<file path="config.mk">
export PLATFORM = sky130hd
export DESIGN_NAME = crossbar_rsp_mton
export DESIGN_NICKNAME = d
export VERILOG_FILES = /design/src/rtl/crossbar_pkg.sv /design/src/rtl/rsp_fifo2.sv /design/src/rtl/crossbar_rsp_mton.sv
export SDC_FILE = /design/constraint.sdc
export NUM_CORES = 1
export LEC_CHECK = 0
export ABC_CLOCK_PERIOD_IN_PS = 2250
export CAP_MARGIN = 20
export CORE_MARGIN = 2
export CORE_UTILIZATION = 44
export CTS_CLUSTER_SIZE = 30
export DETAILED_ROUTE_END_ITERATION = 10
export GPL_ROUTABILITY_DRIVEN = 0
export GPL_TIMING_DRIVEN = 0
export HOLD_SLACK_MARGIN = 0.08
export PLACE_DENSITY = 0.8
export SETUP_SLACK_MARGIN = 0.05
export SLEW_MARGIN = 0
export SYNTH_ARGS = -nofsm -noshare
export SYNTH_HDL_FRONTEND = slang
export SYNTH_HIERARCHICAL = 1
export SYNTH_SLANG_ARGS = --single-unit
</file>
<file path="constraint.sdc">
create_clock -name clk -period 2.25 [get_ports clk]
set_input_delay 0.3375 -clock clk [delete_from_list [all_inputs] [get_ports clk]]
set_output_delay 0.3375 -clock clk [all_outputs]
set_load 0.1 [all_outputs]
</file>
<file path="src/rtl/crossbar_pkg.sv">
// crossbar_pkg: constants and helpers shared by the crossbar request and
// response paths.
//   N_SRC / N_DST : number of initiators / targets
//   ID_W          : width of the initiator id carried with each response
//   ID_ILLEGAL    : the one id value that names no initiator
//   RSP_PLD_W     : default response payload width, sizes rsp_t
//   rr_pick       : two-way round-robin pick between the targets
package crossbar_pkg;

  localparam int N_SRC = 32'd3;
  localparam int N_DST = 32'd2;
  localparam int ID_W = 32'd2;
  localparam logic [ID_W-1:0] ID_ILLEGAL = 2'd3;
  localparam int RSP_PLD_W = 32'd4;

  typedef struct packed {
    logic [RSP_PLD_W-1:0] pld;
  } rsp_t;

  // With a single requester it wins outright; with both, rr names the winner.
  function automatic logic [N_DST-1:0] rr_pick(input logic [N_DST-1:0] req,
                                               input logic rr);
    logic [N_DST-1:0] gnt;
    case (req)
      2'b11:   gnt = rr ? 2'b10 : 2'b01;
      default: gnt = req;
    endcase
    return gnt;
  endfunction

endpackage

</file>
<file path="src/rtl/rsp_fifo2.sv">
// rsp_fifo2: 2-entry valid/ready FIFO with a registered output side.
//   clk, rst          : clock, asynchronous active-high reset
//   push_vld/pld/rdy  : write side; push_rdy is low while full
//   pop_vld/pld/rdy   : read side; pop_vld is a flop, pop_pld is the head entry
// Fullness is taken from the start-of-cycle count, so a pop in the same cycle
// does not free a slot for a push.
module rsp_fifo2 #(
  parameter int PLD_W = 32'd4
) (
  input  logic             clk,
  input  logic             rst,
  input  logic             push_vld,
  input  logic [PLD_W-1:0] push_pld,
  output logic             push_rdy,
  output logic             pop_vld,
  output logic [PLD_W-1:0] pop_pld,
  input  logic             pop_rdy
);

  logic [PLD_W-1:0] mem_r [2];
  logic             wptr_r;
  logic             rptr_r;
  logic [1:0]       cnt_r;
  logic             vld_r;
  logic             push_s;
  logic             pop_s;
  logic [1:0]       cnt_nxt_s;

  assign push_rdy = (cnt_r != 2'd2);
  assign push_s   = push_vld & push_rdy;
  assign pop_s    = vld_r & pop_rdy;
  assign pop_vld  = vld_r;
  assign pop_pld  = mem_r[rptr_r];

  // Occupancy after this cycle's push/pop; push+pop leaves the count unchanged.
  always_comb begin
    cnt_nxt_s = cnt_r;
    case ({push_s, pop_s})
      2'b10:   cnt_nxt_s = cnt_r + 2'd1;
      2'b01:   cnt_nxt_s = cnt_r - 2'd1;
      default: cnt_nxt_s = cnt_r;
    endcase
  end

  // Storage, 1-bit wrapping pointers, occupancy and the registered valid.
  always_ff @(posedge clk or posedge rst) begin
    if (rst) begin
      mem_r[0] <= {PLD_W{1'b0}};
      mem_r[1] <= {PLD_W{1'b0}};
      wptr_r   <= 1'b0;
      rptr_r   <= 1'b0;
      cnt_r    <= 2'd0;
      vld_r    <= 1'b0;
    end else begin
      if (push_s) begin
        mem_r[wptr_r] <= push_pld;
        wptr_r        <= ~wptr_r;
      end
      if (pop_s) begin
        rptr_r <= ~rptr_r;
      end
      cnt_r <= cnt_nxt_s;
      vld_r <= (cnt_nxt_s != 2'd0);
    end
  end

endmodule

</file>
<file path="src/rtl/crossbar_rsp_mton.sv">
// crossbar_rsp_mton: response return path, 2 targets -> 3 initiators.
//   clk, rst                    : clock, asynchronous active-high reset
//   vld/pld/id_dst0..1, rdy_dst : target responses; id selects the initiator
//   vld/pld_src0..2, rdy_src    : registered initiator outputs (2-entry buffers)
//   err_id                      : sticky, an id-3 response was dropped
//   err_cnt                     : saturating count of dropped responses
module crossbar_rsp_mton
  import crossbar_pkg::*;
#(
  parameter int PLD_W     = RSP_PLD_W,
  parameter int ERR_CNT_W = 32'd8
) (
  input  logic                 clk,
  input  logic                 rst,
  input  logic                 vld_dst0,
  input  logic                 vld_dst1,
  input  logic [PLD_W-1:0]     pld_dst0,
  input  logic [PLD_W-1:0]     pld_dst1,
  input  logic [1:0]           id_dst0,
  input  logic [1:0]           id_dst1,
  output logic                 rdy_dst0,
  output logic                 rdy_dst1,
  output logic                 vld_src0,
  output logic                 vld_src1,
  output logic                 vld_src2,
  output logic [PLD_W-1:0]     pld_src0,
  output logic [PLD_W-1:0]     pld_src1,
  output logic [PLD_W-1:0]     pld_src2,
  input  logic                 rdy_src0,
  input  logic                 rdy_src1,
  input  logic                 rdy_src2,
  output logic                 err_id,
  output logic [ERR_CNT_W-1:0] err_cnt
);

  logic [N_DST-1:0] vld_s;
  logic [ID_W-1:0]  id_s      [N_DST];
  logic [PLD_W-1:0] pld_s     [N_DST];
  logic [N_DST-1:0] req_s     [N_SRC];
  logic [N_DST-1:0] gnt_s     [N_SRC];
  logic [N_SRC-1:0] fifo_rdy_s;
  logic [N_SRC-1:0] push_vld_s;
  logic [PLD_W-1:0] push_pld_s[N_SRC];
  logic [N_SRC-1:0] src_vld_s;
  logic [PLD_W-1:0] src_pld_s [N_SRC];
  logic [N_SRC-1:0] src_rdy_s;
  logic [N_DST-1:0] illegal_s;
  logic [N_DST-1:0] drop_s;
  logic [N_DST-1:0] dst_rdy_s;
  logic [1:0]       drop_inc_s;
  logic [ERR_CNT_W:0] err_sum_s;
  logic [N_SRC-1:0] rr_r;
  logic             err_id_r;
  logic [ERR_CNT_W-1:0] err_cnt_r;

  assign vld_s     = {vld_dst1, vld_dst0};
  assign id_s[0]   = id_dst0;
  assign id_s[1]   = id_dst1;
  assign pld_s[0]  = pld_dst0;
  assign pld_s[1]  = pld_dst1;
  assign src_rdy_s = {rdy_src2, rdy_src1, rdy_src0};

  // Per-initiator id decode and round-robin; no grant into a full buffer.
  always_comb begin
    for (int i = 0; i < N_SRC; i++) begin
      for (int j = 0; j < N_DST; j++) begin
        req_s[i][j] = vld_s[j] & (id_s[j] == ID_W'(i));
      end
      if (!rst && fifo_rdy_s[i]) begin
        gnt_s[i] = rr_pick(req_s[i], rr_r[i]);
      end else begin
        gnt_s[i] = {N_DST{1'b0}};
      end
      push_vld_s[i] = |gnt_s[i];
      push_pld_s[i] = gnt_s[i][1] ? pld_s[1] : pld_s[0];
    end
  end

  // Target-side ready: granted somewhere, or an illegal id that is swallowed.
  always_comb begin
    for (int j = 0; j < N_DST; j++) begin
      illegal_s[j] = (id_s[j] == ID_ILLEGAL);
      dst_rdy_s[j] = !rst & (gnt_s[0][j] | gnt_s[1][j] | gnt_s[2][j] | illegal_s[j]);
      drop_s[j]    = !rst & vld_s[j] & illegal_s[j];
    end
  end

  assign rdy_dst0   = dst_rdy_s[0];
  assign rdy_dst1   = dst_rdy_s[1];
  assign drop_inc_s = {1'b0, drop_s[0]} + {1'b0, drop_s[1]};
  // One spare bit catches the wrap so the counter can saturate.
  assign err_sum_s  = {1'b0, err_cnt_r} + {{(ERR_CNT_W-1){1'b0}}, drop_inc_s};

  // Round-robin pointers: the loser of the last accepted grant goes first next.
  always_ff @(posedge clk or posedge rst) begin
    if (rst) begin
      rr_r <= {N_SRC{1'b0}};
    end else begin
      for (int i = 0; i < N_SRC; i++) begin
        if (push_vld_s[i]) begin
          rr_r[i] <= gnt_s[i][0];
        end
      end
    end
  end

  // Sticky illegal-id flag and saturating drop counter.
  always_ff @(posedge clk or posedge rst) begin
    if (rst) begin
      err_id_r  <= 1'b0;
      err_cnt_r <= {ERR_CNT_W{1'b0}};
    end else begin
      if (|drop_s) begin
        err_id_r <= 1'b1;
      end
      if (err_sum_s[ERR_CNT_W]) begin
        err_cnt_r <= {ERR_CNT_W{1'b1}};
      end else begin
        err_cnt_r <= err_sum_s[ERR_CNT_W-1:0];
      end
    end
  end

  assign err_id  = err_id_r;
  assign err_cnt = err_cnt_r;

  for (genvar i = 0; i < N_SRC; i++) begin : g_buf
    rsp_fifo2 #(.PLD_W(PLD_W)) u_buf (
      .clk      (clk),
      .rst      (rst),
      .push_vld (push_vld_s[i]),
      .push_pld (push_pld_s[i]),
      .push_rdy (fifo_rdy_s[i]),
      .pop_vld  (src_vld_s[i]),
      .pop_pld  (src_pld_s[i]),
      .pop_rdy  (src_rdy_s[i])
    );
  end

  assign vld_src0 = src_vld_s[0];
  assign vld_src1 = src_vld_s[1];
  assign vld_src2 = src_vld_s[2];
  assign pld_src0 = src_pld_s[0];
  assign pld_src1 = src_pld_s[1];
  assign pld_src2 = src_pld_s[2];

endmodule

</file>
After elaboration in Yosys (flattened, before gate mapping). Cells that the tools add are included.

Bitwise operators: 36. $lt $le $gt $ge: 9. Reduce and logical (&&, ||, !) cells: 16. Muxes and demuxes: 34. Add/subtract/negate cells: 8. Eq/ne operators: 18.

Operators by type and width (number): 4-bit 2-to-1 mux (15); 8-bit bitwise mux (3); 2-bit == test, second input constant (10); 1-bit bitwise AND (18); 2-bit 2-to-1 mux (9); 4-bit demux with 1-bit select (3); 2-bit >= comparator, second input constant (6); 1-bit inverter with 2-bit output (6); 2-bit one-hot mux with 2 select lines (3); 2-bit by 1-bit == test with 1-bit output, second input constant (5); 8-bit by 2-bit adder with 9-bit output (1); 8-bit 2-to-1 mux (1); 2-bit OR reduction (4); 2-bit by 1-bit adder with 2-bit output, second input constant (3); 1-bit logical AND (6); 2-bit by 1-bit less-than comparator with 1-bit output, second input constant (3); 2-bit != test, second input constant (3); 1-bit inverter (6); 1-bit bitwise OR (6); 2-bit nonzero test (3); 2-bit by 1-bit subtractor with 2-bit output, second input constant (3); 2-bit zero test (2); 1-bit by 1-bit adder with 2-bit output (1); 1-bit zero test (1).

Logic and storage cells: 144. Output and inout port bits: 26. Input bits: 19. Register bits: 51.

Longest topological paths before layout. Gate-level depths: netlist of run 1.

Word-level depth: 10. Mapped depth: 9. Mapped depth without buffers: 8.

Cells and area by module. The synthesis of run 1 kept the hierarchy.

By module, submodules not included: rsp_fifo2 at g_buf[0].u_buf ... (area an instance 630.6 um2, cells an instance 43, times used 2, seq. area each 325.3 um2); crossbar_rsp_mton (area an instance 933.4 um2, cells an instance 92, times used 1, seq. area each 300.3 um2); rsp_fifo2 at g_buf[2].u_buf (area an instance 616.8 um2, cells an instance 43, times used 1, seq. area each 325.3 um2).

Worst setup path after synthesis of run 1. No wires, ideal clock.

Path kind: input to output. From: input port id_dst1[1]. To: output port rdy_dst1. Required time: 1.913 ns. Stages on the path: 3. Arrival: 2.525 ns. Buffers on the path: 0. Path slack: -0.613 ns. Cell sequence: and2b_1 > nand4_1 > a41oi_1.

Word-level cells in the longest chain between the ends: 9. Elaborated cells between the ends (all ways): 20. Classes of those cells: eq/ne (6); mux (6); bitwise (7); reduce/logical (1).

Ends and longest elaborated chain: start, declared (RTL line crossbar_rsp_mton.sv:20) `input logic [1:0] id_dst1,`; 2-bit by 1-bit == test with 1-bit output / 2-bit zero test (equally long branches) (RTL line crossbar_rsp_mton.sv:67) `req_s[i][j] = vld_s[j] & (id_s[j] == ID_W'(i));`; 1-bit bitwise AND (RTL line crossbar_rsp_mton.sv:67); 2-bit == test (RTL line crossbar_pkg.sv:24) `case (req)`; 2-bit 2-to-1 mux (RTL line crossbar_pkg.sv:24); 2-bit 2-to-1 mux (RTL line crossbar_rsp_mton.sv:69) `if (!rst && fifo_rdy_s[i]) begin`; 1-bit bitwise OR (2 in a row) (RTL line crossbar_rsp_mton.sv:83) `dst_rdy_s[j] = !rst & (gnt_s[0][j] | gnt_s[1][j] | gnt_s[2][j] | illegal_s[j]);`; 1-bit bitwise OR (*) (RTL line crossbar_rsp_mton.sv:83); 1-bit bitwise AND (*) (RTL line crossbar_rsp_mton.sv:83); end, declared (RTL line crossbar_rsp_mton.sv:22) `output logic rdy_dst1,`.

Mark *: on every way between the ends. The rest lies on a longest branch, timed or not.

Worst setup path in the final report of run 1.
From: register err_id_r, in the netlist err_id. To: output port err_id.

RTL lines: start, declared (RTL line crossbar_rsp_mton.sv:53) `logic err_id_r;`; start signal, assigned (RTL line crossbar_rsp_mton.sv:110) `err_id_r <= 1'b0;`; start signal, assigned (RTL line crossbar_rsp_mton.sv:114) `err_id_r <= 1'b1;`; end, declared (RTL line crossbar_rsp_mton.sv:32) `output logic err_id,`.

No word-level cell between the ends.

==> impl_results.md, run 1 <==
- Status: completed
- Setup Viol. Count Final: 0
- Global-route wire length before repair: 9000 µm
- Clock skew: 0.00883 ns
- Antenna Violating Nets Remaining: 0
- # fillers: 508
- GR Overflow Total: 0
- Pins over their slew limit: 0
- Buffers on Ports: 43
- # IOs: 45
- Routed wire per std cell: 15.3 µm
- Dominant cell type by area after synthesis: dfrtp_1
- Initial DRC Count: 78
- Fmax: 463 MHz
- Pin count of the biggest net entering global routing: 17
- Avg Inst Size Synth: 12.7 µm²
- HP Class: in -> async
- Post-Syn Area: 2810 µm²
- Root buffer cell: clkbuf_8
- Yosys Warn Count: 6
- Final period util: 95.9%
- Most common cell after layout, fill and taps aside: dfrtp_1
- Later-pin clock latency in the skew report: 0.30 ns
- Slew headroom: 35.1%
- Min Tclk post-route: 2.16 ns
- Place WS: -1.19 ns
- Cell variety after synth: 36
- Final setup margin: 0.0918 ns
- Synthesized Nets: 245
- CP arrival: 1.82 ns
- Detailed placement HPWL: 4070 µm
- CTS H-Tree Depth: 2
- Ys async rst share: 100%
- Drt pass-1 iters: 5
- Max Cap Violations: 0
- Critical R2R Launch: g_buf[1].u_buf/cnt_r[0]$_DFF_PP0_
- CTS tree: built
- Die area: 7050 µm²
- Routed WL: 5400 µm
- Highest-count cells in the layout ignoring fill and taps: dfrtp_1 (50), mux2_2 (33), mux2_4 (16), clkdlybuf4s50_1 (16), nand2_1 (13)
- Initial core utilization: 44.8%
- CP Max Fanout: 2
- CTS clk-pin slew, worst paths: 0.09 ns
- CP Launch Point: err_id$_DFFE_PP0P_
- Share of cells above drive strength 1: 37.5%
- Worst stage delay on the critical path: 1.14 ns
- Total clock buffers created by CTS: 5
- Critical path class: reg -> out
- RSZ-0062 raised after global routing: no
- Die height: 83.9 µm
- Synth top area cells: dfrtp_1 (45%), mux2_2 (13%), mux2_4 (8.5%)
- # diodes: 0
- Critical-path top delay cell: clkdlybuf4s50_1
- Area delta synth->final: 24.8%
- Syn Inst Count: 221
- Vias in the first global route: 1838
- Met1 GRT Util: 20.7%
- Die span in x: 83.9 µm
- Nets: 298
- Num rows: 29
- Synth top area share: 45.4%
- Gr busiest metal: met2
- Crit. End Element: primary output
- Via density per instance: 5.31
- CP Launch Type: flip-flop
- Global routing usage on met3: 3.36%
- Hold_buf cts: 0
- Area of the core: 6280 µm²
- M2 GR Usage: 26.7%
- Via count: 1870
- Most used flip-flop cell after synthesis: dfrtp_1
- Clk sink count: 51
- CP delay by family, top: buffers and inverters
- CP Buf/Inv Count: 1
- GRT Util Overall: 16.0%
- Flops & latches, synth: 51
- WP data required: 1.91 ns
- Drt drc: 0
- Tightest Pin Transition: 0.971 ns
- Hold Vio Cnt, Final: 0
- CP Cell Sequence: clkdlybuf4s50_1
- Initial antenna violation count: 0
- Register area share after synthesis: 45.4%
- EDFF count, synth: 0
- Clk buf depth: 2
## final cells by class
class,count,area (µm²),share of cell area (%)
Clock buffer,6,82.6,2.35
Inverter,6,22.5,0.642
Sequential cell,51,1280,36.4
Multi-Input combinational cell,160,1500,42.8
Clock inverter,2,38.8,1.11
Buffer,4,45.0,1.28
Tap cell,77,96.3,2.75
Timing Repair Buffer,46,444,12.7
## synth_stat cells (4+ instances only)
library cell  count
xor2_1            8
buf_6             4
nor2_1            7
xnor2_1          10
inv_1             6
ha_1              4
nand4_1           6
nand3_1           9
mux2_2           33
nand3b_1          6
and4bb_2          4
and2_1            4
mux2_4           16
nand2_1          13
dfrtp_1          51
nand4b_1          4
## per-layer routing
layer	vias to the layer above	part of all wire, %	wire length, µm
li1	900	-	-
met1	914	45	2410
met2	46	50	2690
met3	10	3.6	194
met4	0	1.9	102
met5	-	0	0
## sequential cells by signal, summed over array words and instances (netlist names)
register	cells
g_buf.u_buf/mem_r	24
err_cnt	8
g_buf.u_buf/cnt_r	6
g_buf.u_buf/pop_vld	3
g_buf.u_buf/rptr_r	3
g_buf.u_buf/wptr_r	3
rr_r	3
err_id	1
## worst register-to-register path, cell delays in order (launching register included)
cell and delay (ns):
dfrtp_1 0.45, nand2b_4 0.21, nand3_1 0.11, nand2_1 0.15, nand2_1 0.11, ha_1 0.36
and4bb_2 0.25, nor3_1 0.18
## through the flow
step                instances  area (µm²)  util, %  TNS [ns]  hold WS, ns
floorplan                 221        2830        -         0        0.202
global placement          341        3350     53.4    -11.26        0.473
detailed placement        341        3350     53.4    -12.02        0.474
CTS                       350        3500     55.8         0        0.416
global route              352        3510     55.9         0        0.272
finish                    352        3510     55.9         0        0.210
## final timing paths
check,to,slack (ns),cells past startpoint
max,err_id,0.09,1
min,rr_r[1]$_DFFE_PP0P_,0.21,2
max reg2reg,g_buf[1].u_buf/pop_vld$_DFF_PP0_,0.33,7
min reg2reg,g_buf[2].u_buf/wptr_r$_DFFE_PP0P_,0.50,1
max in group asynchronous,g_buf[1].u_buf/pop_vld$_DFF_PP0_,1.68,2
min in group clk,err_id$_DFFE_PP0P_,0.41,3
## cell families (layout without fill, tap and decap cells)
kind of cell               Yosys count  count (layout)  synth area share, %
and+or+nand+nor                     78              78                 19.5
xor gates and xnor gates            18              18                 5.61
adders and majority gates            5               5                 2.49
DFF                                 51              51                 45.4
muxes                               49              49                 21.8
buffers and inverters               10              64                 2.40
AOI/OAI and AO/OA                   10              10                 2.85
## timing repair
| item | 4_1_cts | 5_1_grt |
|---|---|---|
| endpoints found under the setup margin | 31 | 12 |
| buffers inserted | 1 | 2 |
| pin swaps | 1 | 0 |
| gates resized for setup | 59 | 13 |
Power of run 1 is left out: the tool's default activity adds up to more than one toggle a clock period on the data nets, which glitch-free logic cannot reach.
==> inputs of run 2 (changes only) <==
ABC_CLOCK_PERIOD_IN_PS = default   (was 2250)
PLACE_DENSITY = 0.83   (was 0.8)
SYNTH_HIERARCHICAL = default   (was 1)
clock period = 1.9 ns   (was 2.25 ns; I/O delays follow)
==> impl_results.md, run 2 <==
- Place WS: -1.51 ns (was -1.19 ns)
- Routed wire per std cell: 16.5 µm (was 15.3 µm)
- Dominant cell type by area after synthesis: dfrtp_1 (unchanged)
- CP Launch Point: g_buf[2].u_buf.cnt_r[1]$_DFF_PP0_ (was err_id$_DFFE_PP0P_)
- CP Launch Type: flip-flop (unchanged)
- Vias in the first global route: 2194 (was 1838)
- Area delta synth->final: 35.5% (was 24.8%)
- EDFF count, synth: 0 (unchanged)
- Failing checks: negative setup slack
- Most common cell after layout, fill and taps aside: dfrtp_1 (unchanged)
- Worst stage delay on the critical path: 0.40 ns (was 1.14 ns)
- Clock skew: 0.00492 ns (was 0.00883 ns)
- Max reg flops: 24 (unchanged)
- # diodes: 0 (unchanged)
- Pin count of the biggest net entering global routing: 29 (was 17)
- Nets: 334 (was 298)
- Ys async rst share: 100% (unchanged)
- Min Tclk post-route: 2.09 ns
- Later-pin clock latency in the skew report: 0.30 ns (about the same)
- Max Cap Violations: 0 (unchanged)
- # IOs: 45 (unchanged)
- Fmax: 477 MHz
- Via count: 2143 (was 1870)
- CP Max Fanout: 4 (was 2)
- Initial antenna violation count: 0 (unchanged)
- Pins over their slew limit: 0 (unchanged)
- Routed WL: 6380 µm (was 5400 µm)
- Total clock buffers created by CTS: 5 (unchanged)
- Final setup margin: -0.195 ns (was 0.0918 ns)
- Avg Inst Size Synth: 10.8 µm² (was 12.7 µm²)
- Detailed placement HPWL: 4250 µm (was 4070 µm)
- Die span in x: 81.4 µm (was 83.9 µm)
- # fillers: 461 (was 508)
- CTS H-Tree Depth: 2 (unchanged)
- Share of cells above drive strength 1: 36.0% (was 37.5%)
- Antenna Violating Nets Remaining: 0 (unchanged)
- Slew headroom: 36.9% (was 35.1%)
- Die height: 81.4 µm (was 83.9 µm)
- Tightest Pin Transition: 0.950 ns (was 0.971 ns)
- Area of the core: 5850 µm² (was 6280 µm²)
- Top reg by flops: g_buf.u_buf.mem_r (was g_buf.u_buf/mem_r)
- Synthesized Nets: 267 (was 245)
- Post-Syn Area: 2640 µm² (was 2810 µm²)
- RSZ-0062 raised after global routing: yes (was no)
- CP arrival: 1.81 ns (was 1.82 ns)
- Most frequent cell after synthesis: dfrtp_1 (unchanged)
- Most used flip-flop cell after synthesis: dfrtp_1 (unchanged)
- Num rows: 28 (was 29)
- Setup Viol. Count Final: 4 (was 0)
- Clk buf depth: 2 (unchanged)
- Register Area: 1280 µm² (about the same)
- Clk sink count: 51 (unchanged)
- Syn Inst Count: 243 (was 221)
- Register area share after synthesis: 48.4% (was 45.4%)
- CTS clk-pin slew, worst paths: 0.09 ns (about the same)
- Drt pass-1 iters: 4 (was 5)
- Initial DRC Count: 154 (was 78)
- Synth top area share: 48.4% (was 45.4%)
- Via density per instance: 5.55 (was 5.31)
- CTS tree: built (unchanged)
- Critical-path top delay cell: dfrtp_1 (was clkdlybuf4s50_1)
- Initial core utilization: 45.1% (was 44.8%)
- Crit. End Element: primary output (unchanged)
- Root buffer cell: clkbuf_8 (unchanged)
- Status: finished with violations (was completed)
- WP data required: 1.62 ns (was 1.91 ns)
- Yosys Warn Count: 0 (was 6)
- Highest-count cells in the layout ignoring fill and taps: dfrtp_1 (45), nand2_1 (21), buf_4 (16) (was dfrtp_1 (50), mux2_2 (33), mux2_4 (16), clkdlybuf4s50_1 (16), nand2_1 (13))
- CP Cell Sequence: nor2b_4, or3_4, a31o_4, a31oi_4, buf_12 (was clkdlybuf4s50_1)
- Synth top area cells: dfrtp_1 (48%), mux2_2 (5.6%), xnor2_1 (3.7%) (was dfrtp_1 (45%), mux2_2 (13%), mux2_4 (8.5%))
- Global-route wire length before repair: 10500 µm (was 9000 µm)
- Hold Vio Cnt, Final: 0 (unchanged)
- Footprint of the multi-input gates: 1520 µm² (was 1500 µm²)
- Buffers on Ports: 43 (unchanged)
- GRT Util Overall: 21.0% (was 16.0%)
- Flops & latches, synth: 51 (unchanged)
- Critical R2R Launch: g_buf[2].u_buf.cnt_r[1]$_DFF_PP0_ (was g_buf[1].u_buf/cnt_r[0]$_DFF_PP0_)
- Critical path class: reg -> out (unchanged)
- Drt drc: 0 (unchanged)
- HP Start: rst
- Cell variety after synth: 44 (was 36)
- GR Overflow Total: 0 (unchanged)
- Die area: 6630 µm² (was 7050 µm²)
- Commonest cells in the netlist: dfrtp_1 (51), nand2_1 (22), nor2_1 (16) (was dfrtp_1 (51), mux2_2 (33), mux2_4 (16))
- HP Class: in -> reg (was in -> async)
- Final period util: 110%
==> run 2: layer usage <==
| layer | up-vias | global-route usage, % | share of wire [%] |
|---|---|---|---|
| met5 | - | 0 | 0 |
| met4 | 0 | 6.95 | 1.6 |
| met3 | 11 | 4.11 | 4.8 |
| met2 | 61 | 34.5 | 50 |
| met1 | 1054 | 27.8 | 44 |
| li1 | 1017 | - | - |
==> run 2: critical path, delay by kind of cell, from the launching register on <==
kind	cells	cell delay [ns]
and+or+nand+nor	2	0.50
AOI/OAI and AO/OA	2	0.40
buffers and inverters	1	0.20
DFF	1	0.40
==> run 2: final timing paths <==
path | end | slack, ns | depth (start not counted)
hold reg to reg | err_id$_DFFE_PP0P_ | 0.48 | 1
setup reg to reg | g_buf[2].u_buf.pop_vld$_DFF_PP0_ | -0.14 | 8
max in group asynchronous | g_buf[0].u_buf.pop_vld$_DFF_PP0_ | 0.76 | 4
min in group asynchronous | err_cnt[6]$_DFF_PP0_ | 0.60 | 3
hold / removal | rr_r[2]$_DFFE_PP0N_ | 0.47 | 5
setup / recovery | rdy_dst0 | -0.19 | 5
==> run 2: through the flow <==
stage	TNS [ns]	hold slack, ns	instances	cell area [µm²]	utilization [%]
global placement	-31.44	0.457	361	3250	55.6
CTS	-0.320	0.405	382	3550	60.7
floorplan	-0.315	0.444	243	2730	-
finish	-0.455	0.472	386	3570	61.1
detailed placement	-20.29	0.389	362	3270	55.9
global route	-0.836	0.511	386	3570	61.1
==> run 2: final cells by class <==
cell class,count,area share [%]
multi-input cells,185,42.4
clock buffers,6,2.31
inverters,4,0.420
well taps,75,2.63
flip-flops and latches,51,35.9
repair buffers,61,14.4
clock inverters,2,0.981
plain buffers,2,0.876
==> run 2: cells by family (layout without fill, tap and decap cells) <==
family / after synthesis / count (layout) / synth area share (%)
flip-flops: 51 / 51 / 48.4
AND/OR/NAND/NOR: 93 / 93 / 20.0
buffers and inverters: 7 / 75 / 1.19
AO/OA/AOI/OAI: 47 / 47 / 12.8
adder cells (fa/ha/maj): 5 / 5 / 2.66
XOR/XNOR: 18 / 18 / 5.98
multiplexers: 22 / 22 / 8.97
==> run 2: repair_timing <==
action                                  4_1_cts  5_1_grt
pin swaps                                     8        5
hold endpoints to repair                     23        0
hold buffers                                  1        0
setup buffers                                12        4
endpoints found under the setup margin       53       11
resized for setup                           139       16
Power of run 2 is left out for the same reason.
==> RTL edit: new RTL, config.mk and constraints of run 2 <==
Reset style: synchronous (`rst`), changed in 3 clocked blocks. Comments in the files are not updated.
--- a/src/rtl/rsp_fifo2.sv
+++ b/src/rtl/rsp_fifo2.sv
@@ -45,3 +45,3 @@
   // Storage, 1-bit wrapping pointers, occupancy and the registered valid.
-  always_ff @(posedge clk or posedge rst) begin
+  always_ff @(posedge clk) begin
     if (rst) begin
--- a/src/rtl/crossbar_rsp_mton.sv
+++ b/src/rtl/crossbar_rsp_mton.sv
@@ -94,3 +94,3 @@
   // Round-robin pointers: the loser of the last accepted grant goes first next.
-  always_ff @(posedge clk or posedge rst) begin
+  always_ff @(posedge clk) begin
     if (rst) begin
@@ -107,3 +107,3 @@
   // Sticky illegal-id flag and saturating drop counter.
-  always_ff @(posedge clk or posedge rst) begin
+  always_ff @(posedge clk) begin
     if (rst) begin
Check against the original RTL: differs if rst is asserted again (counterexample within 4 cycles, from zero or initial values and one cycle with rst high); with rst held inactive, the same outputs for 10 cycles.
==> RTL edit against run 2 <==
Sequential cell count is 3 higher; hold slack worse by 0.033 ns; the run still ends with setup timing left; final area is 5.2% lower; cell count fell by 5.2%; setup slack improved by 0.14 ns; non-clock buffer count shrank 3; global-route usage shrank 3.4 points; first-iteration DRC count shrank 40%; critical path depth stayed put; wire length is 12% lower; synthesized area is 3.8% lower; maximum frequency is 7.4% higher; critical endpoint is now rdy_dst1; die area down 3.7%.
==> RTL edit: results (changes against run 2) <==
The run finished, with violations left. The checks that failed: setup timing. The length in cells of the worst reg-to-reg path came out at 5 (-3). The worst-case setup margin in the final layout is -0.0502 ns (+0.144 ns). The leakage power total came out at 1.25 nW.

The via count of the first global-routing pass is 1,842 (-16%). The worst clock skew was 0.0101 ns (+0.00515 ns). In this run the critical register-to-register path is captured at g_buf[1].u_buf.mem_r[0][1].

The number of enable-type register cells in the synthesized netlist is 24 (+24). The number of antenna diodes came out at 0 (unchanged). The final net count came out at 317 (-5.1%). The share of async-settable or async-resettable flops after synthesis was 0% (-100 points). The overall track demand over capacity in global routing came out at 17.6% (-3.4 points). The worst min-delay path startpoint is id_dst1[1]. The worst-case IR drop observed on VDD is 0.574 mV.

The cell family contributing the most delay on the critical path is simple AND/OR/NAND/NOR gates. The setup slack on the worst flop-to-flop path came out at 0.13 ns (+0.27 ns). The count of vias placed by the detailed router is 1,959 (-8.6%). The accumulated negative setup slack came out at -0.0502 ns (+0.405 ns). The distinct cell type count of the synthesized netlist is 41 (-6.8%). The number of buffers between clock root and the deepest sink is 2 (unchanged).

The post-detailed-placement half-perimeter wirelength is 3750 µm (-12%). Counting instances in the post-synthesis netlist gives the leading cell types as nor2_1 (37), dfxtp_1 (30), edfxtp_1 (24). The path with the worst hold slack has its endpoint at err_id.

The largest individual stage delay along the critical path comes from the cell a2111oi_4. The number of filler cells placed in the layout is 449 (-2.6%). The synthesized netlist net count came to 255 (-4.5%).

The detailed router's first-iteration violation count came out at 92 (-40%). The worst slew margin relative to its limit is 35.6% (-1.4 points). The first-pass GRT wire length was 8600 µm (-18%). The final routed wire length divided by cell count came out at 15.3 µm (-7.4%). By area the synthesized netlist is led by edfxtp_1 (28%), dfxtp_1 (24%), nor2_1 (5.5%), mux2_2 (5.3%), mux2i_1 (4.7%).

The share of final-layout standard cells stronger than drive strength 1 was 33.7% (-2.3 points). For this run, the leading register cell type out of synthesis is dfxtp_1. The sequential share of the synthesized area came to 52.1% (+3.7 points).

The cell depth of the worst min-delay path is 3 (-2). The maximum number of pins on one net before global-route repair came out at 17 (-41%). The critical path data arrival time came to 1.67 ns (-0.14 ns). The total of buffers placed on input and output ports is 43 (unchanged).

The setup violation total in the final timing report was 1 (-3). In this run the critical register-to-register path is launched from rr_r[1]. The delay contributed by the slowest stage of the critical path is 0.38 ns (-0.02 ns).
## RTL edit: metrics by stage
step / worst slack, ns / hold slack (ns) / cells / area, µm² / power (mW)
after floorplan: -0.0927 / 0.452 / 231 / 2600 / 2.13
after global placement: -1.49 / 0.466 / 346 / 3120 / 2.34
after detailed placement: -1.47 / 0.474 / 346 / 3120 / 2.35
after CTS: -0.0541 / 0.427 / 362 / 3370 / 3.12
after global routing: -0.127 / 0.438 / 366 / 3390 / 3.23
final: -0.0502 / 0.438 / 366 / 3390 / 3.12
## RTL edit: worst max-delay path by stage
stage                     to  cells past startpoint  slack (ns)                     from
floorplan           rdy_dst1                      4       -0.09               id_dst1[1]
global placement    rdy_dst1                      6       -1.49               id_dst1[1]
detailed placement  rdy_dst1                      6       -1.47               id_dst1[1]
CTS                 rdy_dst1                      5       -0.05                  rr_r[0]
global route        rdy_dst1                      5       -0.13  g_buf[0].u_buf.cnt_r[1]
finish              rdy_dst1                      5       -0.05  g_buf[0].u_buf.cnt_r[1]
## RTL edit: repair_timing
action / in CTS / in global routing
endpoints found under the setup margin: 83 / 29
gates resized for setup: 128 / 37
buffers inserted: 8 / 4
pin swaps: 11 / 7
## RTL edit: report_power, final
group / total (mW) / internal, mW / switching [mW] / leakage [nW]
combinational: 0.968 / 0.281 / 0.687 / 0.701
sequential: 1.39 / 1.32 / 0.0709 / 0.500
clock: 0.763 / 0.393 / 0.370 / 0.0514
total: 3.12 / 2.00 / 1.13 / 1.25
## RTL edit: cell families after synthesis
kind of cell               Yosys count  synth area share (%)
and+or+nand+nor                     86                  19.3
DFF                                 54                  52.1
AOI/OAI and AO/OA                   33                  8.14
muxes                               24                  10.1
xor gates and xnor gates            15                  5.18
buffers and inverters               14                  2.37
adders and majority gates            5                  2.76
## RTL edit: cell type report
| cell class | instances | area share [%] |
|---|---|---|
| Timing Repair Buffer | 55 | 13.5 |
| Buffer | 5 | 0.813 |
| Sequential cell | 54 | 39.5 |
| Clock buffer | 6 | 2.14 |
| Inverter | 9 | 0.997 |
| Tap cell | 72 | 2.66 |
| Multi-Input combinational cell | 163 | 39.3 |
| Clock inverter | 2 | 1.11 |
## RTL edit: per-layer routing
metal  routed length [µm]  up-vias  GRT usage [%]
met1                 2480      921           22.5
met3                  317       16           3.28
met4                  162        0           7.97
li1                     -      949              -
met5                    0        -              0
met2                 2650       73           28.8
## RTL edit: tightest hold or removal path, stage by stage
cell	delay, ns
buf_6	0.10
and4_2	0.24
a211o_1	0.10
